[src/rtl/config_loader_if.sv]
// config_loader_if: host stream and configuration-bus bundle for config_loader.
//   in_data/in_valid/in_ready : 32-bit word stream, transfer on valid & ready
//   config_addr/config_data   : shared tile configuration bus ({section, tile_id}, payload)
//   busy/done/error           : load status (error only driven with CONFIG_CHECKSUM_EN)
// modport slave  : the loader
// modport master : the host / stimulus side
interface config_loader_if;
  logic [31:0] in_data;
  logic        in_valid;
  logic        in_ready;
  logic [31:0] config_addr;
  logic [31:0] config_data;
  logic        busy;
  logic        done;
  logic        error;

  modport slave (
    input  in_data, in_valid,
    output in_ready, config_addr, config_data, busy, done, error
  );

  modport master (
    output in_data, in_valid,
    input  in_ready, config_addr, config_data, busy, done, error
  );
endinterface

[src/rtl/config_loader.sv]
// config_loader: streaming configuration master for the PE tile array.
// Consumes a length header followed by address/data pairs and turns each pair
// into a single-cycle write on config_addr/config_data. Outside the write cycle
// the bus idles at IDLE_ADDR / 0 so no tile ever decodes a stray enable.
// Ports:
//   clk, reset : fabric clock, synchronous active-high reset
//   bus        : config_loader_if.slave (stream in, config bus + status out)
// Build option:
//   CONFIG_CHECKSUM_EN : adds a trailing checksum word (XOR of all address and
//                        data words in the load) and the sticky error flag.
module config_loader #(
  parameter logic [31:0] IDLE_ADDR = 32'hFFFF_FFFF
) (
  input  logic            clk,
  input  logic            reset,
  config_loader_if.slave  bus
);

`ifdef CONFIG_CHECKSUM_EN
  typedef enum logic [2:0] {IDLE, ADDR, DATA, WRITE, CHK, FIN} state_t;
  localparam state_t LAST_ST = CHK;
`else
  typedef enum logic [2:0] {IDLE, ADDR, DATA, WRITE, FIN} state_t;
  localparam state_t LAST_ST = FIN;
`endif

  state_t      state, state_nxt;
  logic [15:0] remaining;
  logic [31:0] addr_q, data_q;
  logic        ready;
  logic        xfer;

  // next state and in_ready; in_ready is a pure function of state
  always_comb begin
    state_nxt = state;
    ready     = 1'b0;
    case (state)
      IDLE: begin
        ready = 1'b1;
        if (bus.in_valid)
          state_nxt = (bus.in_data[15:0] == 16'd0) ? LAST_ST : ADDR;
      end
      ADDR: begin
        ready = 1'b1;
        if (bus.in_valid) state_nxt = DATA;
      end
      DATA: begin
        ready = 1'b1;
        if (bus.in_valid) state_nxt = WRITE;
      end
      WRITE: state_nxt = (remaining == 16'd1) ? LAST_ST : ADDR;
`ifdef CONFIG_CHECKSUM_EN
      CHK: begin
        ready = 1'b1;
        if (bus.in_valid) state_nxt = FIN;
      end
`endif
      FIN:     state_nxt = IDLE;
      default: state_nxt = IDLE;
    endcase
  end

  assign xfer = bus.in_valid & ready;

  always_ff @(posedge clk) begin
    if (reset) begin
      state     <= IDLE;
      remaining <= '0;
      addr_q    <= '0;
      data_q    <= '0;
    end else begin
      state <= state_nxt;
      if (xfer && state == IDLE)  remaining <= bus.in_data[15:0];
      if (xfer && state == ADDR)  addr_q    <= bus.in_data;
      if (xfer && state == DATA)  data_q    <= bus.in_data;
      if (state == WRITE)         remaining <= remaining - 16'd1;
    end
  end

`ifdef CONFIG_CHECKSUM_EN
  logic [31:0] csum;
  logic        error_q;

  // accumulator and sticky error both restart when a new header is taken
  always_ff @(posedge clk) begin
    if (reset) begin
      csum    <= '0;
      error_q <= 1'b0;
    end else if (xfer) begin
      case (state)
        IDLE: begin
          csum    <= '0;
          error_q <= 1'b0;
        end
        ADDR, DATA: csum <= csum ^ bus.in_data;
        CHK:        if (bus.in_data != csum) error_q <= 1'b1;
        default:    ;
      endcase
    end
  end

  assign bus.error = error_q;
`else
  assign bus.error = 1'b0;
`endif

  // all bus/status outputs decode registered state only
  assign bus.in_ready    = ready;
  assign bus.config_addr = (state == WRITE) ? addr_q : IDLE_ADDR;
  assign bus.config_data = (state == WRITE) ? data_q : 32'd0;
  assign bus.busy        = (state != IDLE);
  assign bus.done        = (state == FIN);

endmodule
[src/flat_wrapper.sv]
// flat-port wrapper written by rule: the top's interface ports become plain ports
module config_loader_flat 
#(
  parameter logic [31:0] IDLE_ADDR = 32'hFFFF_FFFF
)
  (clk, reset, bus_in_data, bus_in_valid, bus_in_ready, bus_config_addr, bus_config_data, bus_busy, bus_done, bus_error);
  config_loader_if bus_i ();
  input  logic clk;
  input  logic reset;
  input wire logic [$bits(bus_i.in_data)-1:0] bus_in_data;
  input wire logic [$bits(bus_i.in_valid)-1:0] bus_in_valid;
  output wire logic [$bits(bus_i.in_ready)-1:0] bus_in_ready;
  output wire logic [$bits(bus_i.config_addr)-1:0] bus_config_addr;
  output wire logic [$bits(bus_i.config_data)-1:0] bus_config_data;
  output wire logic [$bits(bus_i.busy)-1:0] bus_busy;
  output wire logic [$bits(bus_i.done)-1:0] bus_done;
  output wire logic [$bits(bus_i.error)-1:0] bus_error;
  assign bus_i.in_data = bus_in_data;
  assign bus_i.in_valid = bus_in_valid;
  assign bus_in_ready = bus_i.in_ready;
  assign bus_config_addr = bus_i.config_addr;
  assign bus_config_data = bus_i.config_data;
  assign bus_busy = bus_i.busy;
  assign bus_done = bus_i.done;
  assign bus_error = bus_i.error;
  config_loader #(.IDLE_ADDR(IDLE_ADDR)) u_core (.clk(clk), .reset(reset), .bus(bus_i));
endmodule
[config.mk]
export PLATFORM = sky130hd
export DESIGN_NAME = config_loader_flat
export DESIGN_NICKNAME = d
export VERILOG_FILES = /design/src/rtl/config_loader_if.sv /design/src/rtl/config_loader.sv /design/src/flat_wrapper.sv
export SDC_FILE = /design/constraint.sdc
export NUM_CORES = 1
export LEC_CHECK = 0
export CAP_MARGIN = 10
export CORE_AREA = 2 2 141 108
export CTS_BUF_LIST = sky130_fd_sc_hd__clkbuf_4 sky130_fd_sc_hd__clkbuf_8
export DETAILED_ROUTE_END_ITERATION = 6
export DIE_AREA = 0 0 143 110
export PLACE_DENSITY = 0.56
export SLEW_MARGIN = 30
export SYNTH_ARGS = -nofsm -noshare
export SYNTH_HDL_FRONTEND = slang
export SYNTH_SLANG_ARGS = --single-unit
[constraint.sdc]
create_clock -name clk -period 1.9 [get_ports clk]
set_input_delay 0.475 -clock clk [delete_from_list [all_inputs] [get_ports clk]]
set_output_delay 0.475 -clock clk [all_outputs]
set_load 0.02 [all_outputs]
==> results of run 1 <==
==> registers in the layout, indices dropped and copies added (netlist names) <==
signal / cells
u_core.data_q: 32
u_core.remaining: 16
u_core.addr_q: 32
u_core.state: 3
==> worst register-to-register path: stages, from the launching register on <==
cell	delay [ns]
dfxtp_2	0.33
or4_4	0.53
or3_4	0.43
or4_1	0.42
a31oi_1	0.17
==> repair_timing <==
item,in CTS,in global routing
pin swaps,1,1
endpoints found under the setup margin,70,75
resized for setup,225,83
setup buffers,1,1
==> power by group through the flow <==
stage / Clock (uW) / Combinational (uW) / Sequential [uW]
6_report: 1240 / 761 / 1870
5_1_grt: 1350 / 833 / 1880
4_1_cts: 1280 / 738 / 1870
3_5_place_dp: 0 / 747 / 1910
3_3_place_gp: 0 / 737 / 1900
2_1_floorplan: 0 / 378 / 1900
==> per-stage QoR <==
stage	cells	util (%)	TNS [ns]	total power (uW)
3_3_place_gp	824	37.7	-14.72	2640
6_report	840	37.7	-1.21	3880
3_5_place_dp	824	37.7	-16.64	2650
4_1_cts	839	38.0	-5.94	3890
5_1_grt	840	37.7	-5.02	4060
2_1_floorplan	509	-	-0.184	2280
==> cells by family after synthesis <==
group,after synthesis
adder cells (fa/ha/maj),2
AND/OR/NAND/NOR,273
buffers and inverters,45
multiplexers,1
other,1
flip-flops,83
AO/OA/AOI/OAI,104
==> cell type report <==
class                      count  area, sq um
clock buffer                   9          124
clock inverter                 5         56.3
fill                        1510         8910
inverter                       5         18.8
multi-input combinational    381         2050
sequential                    83         1670
tap                          200          250
timing repair buffer         157         1240
==> final timing paths <==
path | endpoint | slack (ns) | cells past startpoint
hold / removal | u_core.data_q[15] | 0.45 | 2
hold reg to reg | u_core.data_q[15] | 0.45 | 2
setup / recovery | bus_done | -0.12 | 4
setup reg to reg | u_core.remaining[15] | -0.04 | 4
==> cell usage after synthesis (all sizes together) <==
| master | instances | area, sq um |
|---|---|---|
| nor3 | 6 | 30.0 |
| a22oi | 2 | 15.0 |
| ha | 2 | 25.0 |
| nand3 | 6 | 30.0 |
| nand2 | 146 | 548 |
| nor2 | 11 | 41.3 |
| o21ai | 4 | 20.0 |
| o21a | 1 | 7.51 |
| a2111oi | 1 | 8.76 |
| a21oi | 68 | 340 |
| a31oi | 10 | 62.6 |
| and3 | 1 | 6.26 |
| o41a | 1 | 11.3 |
| nor4 | 9 | 56.3 |
| o22ai | 2 | 12.5 |
| a21o | 1 | 7.51 |
| o211a | 1 | 10.0 |
| a2bb2oi | 1 | 8.76 |
| nor3b | 2 | 15.0 |
| dfxtp | 83 | 1660 |
| or4 | 5 | 37.5 |
| mux2i | 1 | 10.0 |
| a211oi | 1 | 7.51 |
| or3 | 11 | 78.8 |
| a211o | 1 | 8.76 |
| nor4b | 1 | 8.76 |
| and2 | 34 | 213 |
| conb | 1 | 3.75 |
| nand2b | 33 | 206 |
| nand3b | 2 | 15.0 |
| or4b | 1 | 10.0 |
| o211ai | 7 | 52.6 |
| o311ai | 2 | 17.5 |
| inv | 5 | 18.8 |
| clkbuf | 36 | 135 |
| and3b | 1 | 8.76 |
| nor2b | 1 | 6.26 |
| buf | 4 | 27.5 |
| a221oi | 1 | 8.76 |
| or2 | 3 | 18.8 |
==> layer usage <==
| metal | global-route usage (%) | part of all wire, % |
|---|---|---|
| met3 | 4.02 | 7.7 |
| met4 | 4.95 | 0.99 |
| met1 | 23.5 | 50 |
| met5 | 0 | 0 |
| met2 | 23.2 | 41 |
==> flow_summary.toml, run 1 <==
[drt]
wire_per_inst_microns = 14.9
ant_nets = 0
drt-initial-drc-count = 232
num_vias = 3941
wl_microns = 12600
first_pass_iters = 5
viasPerCell = 4.69
drc = 0

[setup_path]
critPathBufInv = 3
required_ns = 1.42
startpoint = "u_core.state[1]"
rr_startpoint = "u_core.remaining[8]"
start_kind = "flop"
cp-end-kind = "primary output"
path_class = "flop to primary output"
slowest_stage = "dfxtp_1"
worstPathCellList = "buf_4 > inv_1 > and3_1 > dlygate4sd2_1"
crit_family = "buffers and inverters"
critPathMaxStageDelay_ns = 0.34
worst-path-max-fanout = 14
arrival_ns = 1.54

[status]
violations = "negative setup slack"
outcome = "finished with violations"

[timing]
fin_crit_sh_pct = 106
report.final.setup_viol = 34
setup_ws_ns = -0.117
finalCriticalPeriod_ns = 2.02
maxSlewViolCount = 0
rsz0062_at_grt = "yes"
timing.hold.ws_ns = 0.450
hold_viol_final = 0
fin_skew_ns = 0.00901
max_freq_mhz = 496

[layout]
stdcell_area_sq_um = 5400
antenna_cells = 0
finalNetCount = 674
syn_to_final_growth_pct = 41.7
drive_above_1_share_pct = 28.0
layout_commonest_cell = "nand2_1"
mostFrequentLayoutCells = "nand2_1, buf_4, dfxtp_1"

[power_and_ir_drop]
seqPwrFrac_pct = 48.3
sw_frac_of_total_pct = 28.6
comb_power_share_pct = 19.6
leakagePower_uw = 0.00203
irDropWorstVdd_mv = 0.304
clkPwrFrac_pct = 32.1
intPower_uw = 2770
p_sw_uw = 1110
powerDensity_nw_per_um2 = 718

[die]
die_y_microns = 110
num_rows = 38
die-area_sq_um = 15700
core_sq_um = 14300
start_util_pct = 26.6
num_io_pins = 103
die_x_microns = 143

[synth]
synth_seq_area_share_pct = 43.6
synth_xor_area_share_pct = 0
synthAdderAreaFrac_pct = 0.657
synth_top_family_by_area = "simple AND/OR/NAND/NOR gates"
synthSimpleGateAreaFrac_pct = 34.9
yosysUniqueCellTypes = 45
yosys_warnings = 0
synth_seq_cells = 83
synth_compound_area_share_pct = 15.7
synth_mux_area_share_pct = 0.263
synth_fp_nets = 546
syn_avg_cell_area_sq_um = 7.49
synth_cells = 509
syn_area_sq_um = 3810

[clocking]
clk_pin_slew_worst_paths_ns = 0.09
clk_latency_ns = 0.35
cts_tree = "done"
clk_path_buf_depth = 2
cts_buffers = 9
cts-root-buf = "clkbuf_8"
htree_num_levels = 3
clock_sinks = 83
postCtsHoldBufs = 0

[placed_design]
place.port_buffers = 101
place_area_sq_um = 5400
place_hpwl_microns = 8840
gp_congestion = 0.844
dp_slack_ns = -0.353

[grt]
grt_use_total_pct = 16.1
grt_max_degree = 42
grt.overflow.total = 0
antenna_found_initial = 0
grt_pass1_wl_microns = 19700
grt_pass1_vias = 3787

[min_path]
timing.hold.worst.class = "flop to flop"
min_from = "u_core.data_q[15]"

[flow_run]
maxCapViolations = 0
Power figures use the tool's default switching activity.
==> inputs of run 2 (changes only) <==
--- a/config.mk
+++ b/config.mk
@@ -8,6 +8,7 @@
 export CAP_MARGIN = 10
 export CORE_AREA = 2 2 141 108
 export CTS_BUF_LIST = sky130_fd_sc_hd__clkbuf_4 sky130_fd_sc_hd__clkbuf_8
+export CTS_CLUSTER_SIZE = 12
 export DETAILED_ROUTE_END_ITERATION = 6
 export DIE_AREA = 0 0 143 110
 export PLACE_DENSITY = 0.56
==> results of run 2 <==
The final DEF is identical to that of run 1; final timing and power are the same.
==> inputs of run 3 (changes only) <==
--- a/config.mk
+++ b/config.mk
@@ -6,11 +6,11 @@
 export NUM_CORES = 1
 export LEC_CHECK = 0
 export CAP_MARGIN = 10
-export CORE_AREA = 2 2 141 108
+export CORE_AREA = 2 2 122 124
 export CTS_BUF_LIST = sky130_fd_sc_hd__clkbuf_4 sky130_fd_sc_hd__clkbuf_8
 export CTS_CLUSTER_SIZE = 12
 export DETAILED_ROUTE_END_ITERATION = 6
-export DIE_AREA = 0 0 143 110
+export DIE_AREA = 0 0 124 126
 export PLACE_DENSITY = 0.56
 export SLEW_MARGIN = 30
 export SYNTH_ARGS = -nofsm -noshare
==> run 3 against run 2 <==
  * The run still ends with negative setup slack left
  * Clock power grew 11%
  * Utilization grew 1.4 points
  * Maximum frequency is 0.72% lower
  * Sequential power is essentially flat
  * Hold slack improved by 0.00088 ns
  * First-iteration DRC count increased by 14%
  * Cell count fell by 2.1%
  * Critical path depth is the same
  * Largest cell class unchanged
  * Highest routed layer unchanged
==> flow_summary.toml, run 3 (synthesis gave the netlist of run 1 again) <==
[clocking]
clk_path_buf_depth = 2
clk_latency_ns = 0.37
cts_tree = "done"
cts-root-buf = "clkbuf_8"
clock_sinks = 83
htree_num_levels = 3
clk_pin_slew_worst_paths_ns = 0.09
postCtsHoldBufs = 0
cts_buffers = 9

[power_and_ir_drop]
comb_power_share_pct = 18.7
finalPower_uw = 4000
intPower_uw = 2850
seqPwrFrac_pct = 46.7
irDropWorstVdd_mv = 0.348
powerDensity_nw_per_um2 = 715
leakagePower_uw = 0.00209
sw_frac_of_total_pct = 28.7
p_sw_uw = 1150
clkPwrFrac_pct = 34.5

[placed_design]
place_hpwl_microns = 8370
place.port_buffers = 101
gp_congestion = 0.823

[setup_path]
path_class = "flop to primary output"
cp-end-kind = "primary output"
worst-path-max-fanout = 26
required_ns = 1.42
reg2reg_slack_ns = -0.04
arrival_ns = 1.56
r2r_end = "u_core.remaining[14]"
start_kind = "flop"
rr_startpoint = "u_core.remaining[3]"
r2r_cells = 4

[layout]
largestRegisters = "u_core.addr_q: 32 flops, u_core.data_q: 32 flops, u_core.remaining: 16 flops"
layout_commonest_cell = "nand2_1"
syn_to_final_growth_pct = 46.8
finalNetCount = 670
drive_above_1_share_pct = 28.4
antenna_cells = 0
mostFrequentLayoutCells = "nand2_1, dfxtp_1, a21oi_1"

[timing]
maxSlewViolCount = 0
report.final.setup_viol = 52
finalCriticalPeriod_ns = 2.03
rsz0062_at_grt = "yes"
hold_viol_final = 0
setup_ws_ns = -0.131
max_freq_mhz = 492
fin_setup_tns_ns = -2.11
fin_crit_sh_pct = 107
fin_skew_ns = 0.00681

[min_path]
worstHoldEndpoint = "u_core.addr_q[15]"
timing.hold.worst.class = "flop to flop"
min_path_cells = 2
min_from = "u_core.addr_q[15]"

[drt]
drt-initial-drc-count = 265
wire_per_inst_microns = 14.6
num_vias = 3930
wl_microns = 12000
ant_nets = 0
first_pass_iters = 5
viasPerCell = 4.78
drc = 0

[grt]
grt_pass1_vias = 3663
grt_max_degree = 47
antenna_found_initial = 0
grt_pass1_wl_microns = 18900
grt.overflow.total = 0
grt_use_total_pct = 15.3

[die]
core_sq_um = 14300
num_rows = 44
die_y_microns = 126
die-area_sq_um = 15600
num_io_pins = 103
start_util_pct = 26.6
die_x_microns = 124

[status]
violations = "negative setup slack"
outcome = "finished with violations"

[flow_run]
maxCapViolations = 0
[run 3: changes by cell type in the layout (fill, tap and decap cells not counted), moves of 2 or more]
| cell | before | now |
|---|---|---|
| buf_12 | 4 | 6 |
| nand2b_4 | 0 | 2 |
| buf_2 | 28 | 26 |
| and2_4 | 1 | 3 |
| clkbuf_8 | 9 | 11 |
| buf_4 | 84 | 42 |
| nand2b_1 | 33 | 31 |
| buf_6 | 2 | 43 |
| clkbuf_2 | 5 | 2 |
[run 3: power by group through the flow]
| stage | sequential (uW) | combinational, uW | clock (uW) |
|---|---|---|---|
| 6_report | 1870 | 749 | 1380 |
| 4_1_cts | 1870 | 728 | 1420 |
| 3_3_place_gp | 1910 | 715 | 0 |
| 3_5_place_dp | 1910 | 728 | 0 |
| 5_1_grt | 1880 | 817 | 1490 |
| 2_1_floorplan | 1900 | 378 | 0 |
[run 3: metal layers]
layer  wire length [microns]  track usage, %  vias to the layer above
met5                       0               0                        -
met4                     125            4.16                        0
met3                     729            3.62                       10
met2                    5680            24.2                      121
met1                    5440            20.9                     1847
li1                        -               -                     1952
[run 3: worst max path at each step]
| stage | slack (ns) | start | depth (start not counted) | to |
|---|---|---|---|---|
| 3_5_place_dp | -0.30 | bus_in_valid | 5 | u_core.remaining[5] |
| 6_report | -0.13 | u_core.state[2] | 4 | bus_config_addr[2] |
| 2_1_floorplan | -0.12 | u_core.remaining[4] | 6 | u_core.remaining[14] |
| 4_1_cts | -0.21 | u_core.state[2] | 4 | bus_config_addr[7] |
| 3_3_place_gp | -0.28 | bus_in_valid | 5 | u_core.remaining[4] |
| 5_1_grt | -0.22 | u_core.state[2] | 4 | bus_config_addr[2] |
[run 3: repair_timing]
action	4_1_cts	5_1_grt
setup buffers	2	2
endpoints found under the setup margin	71	74
gates resized for setup	239	120
pin swaps	2	4
[run 3: layout make-up]
cell class	count	area, sq um
clock buffer	11	151
clock inverter	5	60.1
fill	1485	8720
inverter	5	18.8
multi-input combinational	381	2070
sequential	83	1670
tap	184	230
timing repair buffer	153	1400
[run 3: through the flow]
step | setup slack, ns | utilization [%] | std cells | cell area [sq um] | hold slack [ns]
after floorplan | -0.117 | - | 509 | 3840 | 0.431
after global placement | -0.276 | 37.4 | 802 | 5360 | 0.439
after detailed placement | -0.297 | 37.4 | 802 | 5360 | 0.442
after CTS | -0.213 | 38.6 | 820 | 5520 | 0.451
after global routing | -0.218 | 39.1 | 822 | 5600 | 0.476
final | -0.131 | 39.1 | 822 | 5600 | 0.451
[run 3: worst max-delay path, cell delays in order, from the launching register on]
cell,delay [ns]
dfxtp_2,0.32
and3b_2,0.34
buf_12,0.18
nand2b_1,0.06
clkdlybuf4s15_1,0.28
